<file path="config.mk">
export PLATFORM = sky130hd
export DESIGN_NAME = mdu_ctrl
export DESIGN_NICKNAME = d
export VERILOG_FILES = /design/src/rtl/mdu_ctrl.sv
export SDC_FILE = /design/constraint.sdc
export NUM_CORES = 1
export LEC_CHECK = 0
export ABC_AREA = 1
export CAP_MARGIN = 10
export CORE_UTILIZATION = 45
export CTS_BUF_LIST = sky130_fd_sc_hd__clkbuf_2 sky130_fd_sc_hd__clkbuf_4 sky130_fd_sc_hd__clkbuf_8
export DETAILED_ROUTE_END_ITERATION = 7
export PLACE_DENSITY = 0.7
export SYNTH_ARGS = -nofsm -noshare
export SYNTH_HDL_FRONTEND = slang
export SYNTH_SLANG_ARGS = --single-unit
export TNS_END_PERCENT = 20
</file>
<file path="constraint.sdc">
create_clock -name clk -period 8.14 [get_ports clk]
set_input_delay 1.221 -clock clk [delete_from_list [all_inputs] [get_ports clk]]
set_output_delay 1.221 -clock clk [all_outputs]
set_load 0.02 [all_outputs]
</file>
<file path="src/rtl/mdu_ctrl.sv">
// mdu_ctrl -- HI/LO multiply/divide unit controller.
//
// Owns the HI and LO registers. MULT/MULTU operands are registered towards an
// external two-cycle multiplier, whose product is written into {hi,lo}.
// DIV/DIVU use an internal restoring divider that produces one quotient bit
// per cycle over 32 cycles. MTHI/MTLO write HI/LO directly. MFHI/MFLO are
// served combinationally through hilo_rdata.
//
// Ports:
//   clk, resetn          clock (rising edge), asynchronous active-low reset
//   in_valid             EX-stage instruction valid and not flushed
//   mult/div/mfhl/mthl   one-hot-per-field op decode; bit0 wins if both set
//   op_a, op_b           rs / rt values
//   mul_a, mul_b         registered multiplier operands
//   mul_signed           signed multiply select
//   mul_prod             external multiplier product
//   hilo_rdata           MFHI/MFLO read data
//   hi, lo               committed HI/LO registers
//   busy                 a multiply or divide is in flight
//   stall                hold the EX stage
//
// Handshake: an op is taken at a rising edge when the FSM is IDLE and
// in_valid=1; while busy, any valid HI/LO-related instruction is held with
// stall=1 and is then taken or served in the first IDLE cycle, which already
// sees the HI/LO result of the preceding op.
module mdu_ctrl (
  input  logic        clk,
  input  logic        resetn,
  input  logic        in_valid,
  input  logic [1:0]  mult,
  input  logic [1:0]  div,
  input  logic [1:0]  mfhl,
  input  logic [1:0]  mthl,
  input  logic [31:0] op_a,
  input  logic [31:0] op_b,
  output logic [31:0] mul_a,
  output logic [31:0] mul_b,
  output logic        mul_signed,
  input  logic [63:0] mul_prod,
  output logic [31:0] hilo_rdata,
  output logic [31:0] hi,
  output logic [31:0] lo,
  output logic        busy,
  output logic        stall
);

  typedef enum logic [1:0] {
    S_IDLE = 2'd0,
    S_MUL  = 2'd1,
    S_DIV  = 2'd2
  } state_t;

  state_t      state_q, state_d;
  logic [5:0]  cnt_q;     // MUL: 0..1, DIV: 0..31
  logic [31:0] rem_q;     // partial remainder (magnitude)
  logic [31:0] quo_q;     // dividend bits shifting out, quotient bits shifting in
  logic [31:0] dvs_q;     // divisor magnitude
  logic        neg_q_q;   // negate quotient at the end
  logic        neg_r_q;   // negate remainder at the end
  logic        dvz_q;     // divisor was zero

  // Operand magnitudes for the divider; only DIV treats operands as signed.
  logic        div_sgn;
  logic [31:0] mag_a, mag_b;
  assign div_sgn = div[0];
  assign mag_a   = (div_sgn && op_a[31]) ? (~op_a + 32'd1) : op_a;
  assign mag_b   = (div_sgn && op_b[31]) ? (~op_b + 32'd1) : op_b;

  // One restoring step. The shifted remainder needs 33 bits, but when the
  // divisor fits the difference is below 2^32, so 32-bit subtraction is exact.
  logic [32:0] rem_sh;
  logic        fits;
  logic [31:0] diff, rem_nx, quo_nx, q_fin, r_fin;
  always_comb begin
    rem_sh = {rem_q, quo_q[31]};
    fits   = (rem_sh >= {1'b0, dvs_q});
    diff   = rem_sh[31:0] - dvs_q;
    rem_nx = fits ? diff : rem_sh[31:0];
    quo_nx = {quo_q[30:0], fits};
    q_fin  = neg_q_q ? (~quo_nx + 32'd1) : quo_nx;
    // With a zero divisor the remainder ends equal to |op_a|, so re-applying
    // the dividend sign returns op_a unchanged.
    r_fin  = neg_r_q ? (~rem_nx + 32'd1) : rem_nx;
  end

  // Next-state logic.
  always_comb begin
    state_d = state_q;
    case (state_q)
      S_IDLE: begin
        if (in_valid && (|mult))     state_d = S_MUL;
        else if (in_valid && (|div)) state_d = S_DIV;
      end
      S_MUL:   if (cnt_q == 6'd1)  state_d = S_IDLE;
      S_DIV:   if (cnt_q == 6'd31) state_d = S_IDLE;
      default: state_d = S_IDLE;
    endcase
  end

  always_ff @(posedge clk or negedge resetn) begin
    if (!resetn) state_q <= S_IDLE;
    else         state_q <= state_d;
  end

  // Datapath and HI/LO registers.
  always_ff @(posedge clk or negedge resetn) begin
    if (!resetn) begin
      hi         <= '0;
      lo         <= '0;
      mul_a      <= '0;
      mul_b      <= '0;
      mul_signed <= 1'b0;
      cnt_q      <= '0;
      rem_q      <= '0;
      quo_q      <= '0;
      dvs_q      <= '0;
      neg_q_q    <= 1'b0;
      neg_r_q    <= 1'b0;
      dvz_q      <= 1'b0;
    end else begin
      case (state_q)
        S_IDLE: begin
          if (in_valid) begin
            if (|mult) begin
              mul_a      <= op_a;
              mul_b      <= op_b;
              mul_signed <= mult[0];
              cnt_q      <= '0;
            end else if (|div) begin
              dvs_q   <= mag_b;
              quo_q   <= mag_a;
              rem_q   <= '0;
              neg_q_q <= div_sgn & (op_a[31] ^ op_b[31]);
              neg_r_q <= div_sgn & op_a[31];
              dvz_q   <= (op_b == 32'd0);
              cnt_q   <= '0;
            end else if (mthl[0]) begin
              lo <= op_a;
            end else if (mthl[1]) begin
              hi <= op_a;
            end
          end
        end
        S_MUL: begin
          if (cnt_q == 6'd1) begin
            {hi, lo} <= mul_prod;
            cnt_q    <= '0;
          end else begin
            cnt_q <= cnt_q + 6'd1;
          end
        end
        S_DIV: begin
          rem_q <= rem_nx;
          quo_q <= quo_nx;
          if (cnt_q == 6'd31) begin
            hi    <= r_fin;
            lo    <= dvz_q ? 32'hFFFF_FFFF : q_fin;
            cnt_q <= '0;
          end else begin
            cnt_q <= cnt_q + 6'd1;
          end
        end
        default: cnt_q <= '0;
      endcase
    end
  end

  assign busy       = (state_q != S_IDLE);
  assign stall      = in_valid & busy & ((|mult) | (|div) | (|mfhl) | (|mthl));
  // MFLO wins when both read bits are set.
  assign hilo_rdata = (mfhl[1] && !mfhl[0]) ? hi : lo;

endmodule
</file>
==> results by group <==
STA
  – Fin crit share: 0.6426
  – Min cycle time layout: 5.230 ns
  – Max frequency: 0.1912 GHz
  – RSZ-0062 raised after global routing: no
  – Setup TNS: 0 ns
  – Final hold slack: 0.4829 ns
  – Count of final setup violators: 0
  – Final-report max-slew violation count: 0
  – Worst setup skew after layout: 0.02970 ns
  – Final Hold Fails: 0
  – Slew @ Worst Pin: 1.207 ns
  – Slew HR: 0.1931

Final layout
  – Synthesis-to-finish area growth: 25.71%
  – Share of layout cells above drive strength 1: 0.08486
  – Final nets: 2987
  – Filler Cells Inserted: 3670
  – Final instance area: 21520 um^2
  – Finished Layout Cells: 3352

Clock tree
  – Clock sink count: 236
  – Post_cts resized: 0
  – Hold-fix buffers, CTS: 0
  – Clock transition at path regs: 0.06 ns
  – Clk root buf: clkbuf_8
  – Setup Fix Bufs, Post-CTS: 0
  – Htree depth: 2
  – Longest Clk Path Bufs: 3
  – Worst skew pair latency: 0.65 ns
  – CTS tree: built
  – Cts bufs inserted: 45

Floorplan
  – Std cell rows: 71
  – DIE AREA: 38830 um^2
  – Core ar.: 37580 um^2
  – Die X-Extent: 197.1 um
  – Starting Density: 0.4556
  – IO Pins: 302
  – Die Span Y: 197.1 um

Place
  – Placed Area: 20490 um^2
  – Routability congestion estimate: 0.9984
  – Cells after DPL: 3269
  – IO Port Bufs: 301
  – HPWL after DPL: 54.24 mm

Logic synthesis
  – Synth top area share: 0.3450
  – Synth Area in XOR/XNOR: 0.02967
  – Syn_area_per_cell: 6.727 um^2
  – Largest cells by area after synthesis: dfrtp_1 (34%), nand2_1 (16%), o21ai_0 (7.3%)
  – Seq/Total Area, Yosys: 0.3450
  – Most used DFF post-synth: dfrtp_1
  – Flop and latch count out of synthesis: 236
  – Fraction of synthesized area in multiplexers: 0.02499
  – Largest family of logic cells by synthesized area: simple AND/OR/NAND/NOR gates
  – Synth warn: 0
  – Post-Synth Adder-Cell Area: 0.03113
  – Top cells by count, synth: nand2_1 (712), inv_1 (294), nor2_1 (265)
  – Synth area leader: dfrtp_1
  – Synth Area in Compound Gates: 0.1612
  – Post-synthesis cell area: 17120 um^2
  – Simple-Gate Fraction of Synth Area: 0.3129
  – Synth async-reset ratio: 1.000
  – Post-synth cell types: 58
  – EDFF count, synth: 0
  – Syn nets: 2726
  – Most common cell in the netlist: nand2_1
  – Synth Instances: 2545

Worst hold path
  – Worst hold path class: register to register
  – Worst Hold Endpoint: mul_b[12]
  – Hold depth: 2
  – HP Start: mul_b[12]

Critical path
  – Reg-to-reg critical path endpoint: lo[30]
  – Largest delay share family, worst path: simple AND/OR/NAND/NOR gates
  – Worst Reg-to-Reg Cells: 28
  – Worst r2r src: rem_q[15]
  – Critical path buffers and inverters: 4
  – Largest stage delay on the critical path: 0.61 ns
  – CP max FO: 41
  – Slowest-stage cell, CP: nand4_4
  – Worst setup EP type: register
  – Arrival time worst endpoint: 5.74 ns
  – R2R setup slack: 2.91 ns
  – Worst setup path class: register to register
  – Type of origin of the critical path: register
  – CP required: 8.65 ns
  – Crit path top cell by count: nand2_1

GRT
  – Largest net degree at the start of global routing: 164
  – Vias in the first global route: 17322
  – First-pass GRT wire length: 106.1 mm
  – GRT Total Usage: 0.3637
  – GR Overflow Total: 0
  – Initial antenna violation count: 2

Routing
  – Via Count: 18690
  – Initial DRC Count: 1913
  – Antenna viol nets, final: 0
  – WL final: 70.68 mm
  – Number of vias per cell: 5.576
  – # DRC: 0
  – Drt first pass iters: 5
  – Drt wl/cell: 21.09 um

Status
  – Status: complete, no violations

Job
  – Max Cap Viol: 0
-- logic make-up after synthesis --
group	after synthesis
compound gates	498
simple gates	1256
flops	236
buf+inv	417
fa+ha+maj	42
xor+xnor	58
mux	38
-- final cells by class --
type,count,area (um^2),area share
timing repair buffer,316,3163,0.1470
multi-input combinational,1892,9623,0.4471
antenna,1,2.502,0.0001163
inverter,315,1182,0.05494
tap,511,639.4,0.02971
sequential,236,5906,0.2744
clock buffer,69,874.6,0.04064
clock inverter,12,131.4,0.006104
-- metal layers --
layer	vias up	track usage	wire length [um]
met5	-	0	0
li1	8799	-	-
met1	8874	0.5541	32750
met4	0	0.1177	1982
met3	103	0.07632	7038
met2	914	0.5053	28910
-- worst max-delay path by stage --
stage                     startpoint     end  cells past startpoint
after global placement     rem_q[15]  lo[30]                     28
after floorplan            rem_q[19]  lo[30]                     26
final                      rem_q[15]  lo[30]                     28
after global routing        rem_q[3]  lo[30]                     28
after detailed placement   rem_q[15]  lo[30]                     30
after CTS                   rem_q[3]  lo[30]                     28
-- state kept, by name (all words and copies together) (netlist names), 2 cells and up --
name / cells
cnt_q: 6
dvs_q: 32
hi: 32
lo: 32
mul_a: 32
mul_b: 32
quo_q: 32
rem_q: 32
state_q: 2
-- worst min-delay path: cells and delay by family, from the launching register on --
kind             cells  cell delay [ns]
flip-flops           1             0.34
AND/OR/NAND/NOR      1             0.05
AO/OA/AOI/OAI        1             0.06
-- metrics by stage --
step                worst slack, ns    util
detailed placement            2.991  0.5452
global route                  2.254  0.5727
finish                        2.910  0.5727
CTS                           2.955  0.5719
floorplan                     4.483       -
global placement              3.071  0.5452
-- cell usage in the layout, fill, tap and decap left out, types with 12 or more instances in the layout --
cell,Yosys,final
ha_1,41,38
a31oi_1,19,19
xor2_1,50,50
a21oi_1,127,126
nand3_1,117,117
nor2_2,16,18
nand4_1,29,29
nor2_1,265,263
o22ai_1,21,21
o221ai_1,16,16
clkbuf_4,0,12
dfrtp_1,236,236
buf_4,1,13
inv_2,19,19
nand2_2,24,24
nor3_1,46,45
inv_1,294,294
nand2_1,712,711
mux2_2,38,38
clkbuf_8,0,57
o21ai_1,20,20
clkdlybuf4s50_1,0,300
o21ai_0,250,250
Power is not shown: default switching activity piles up to over one toggle a cycle in this logic, so the estimate is an artifact.
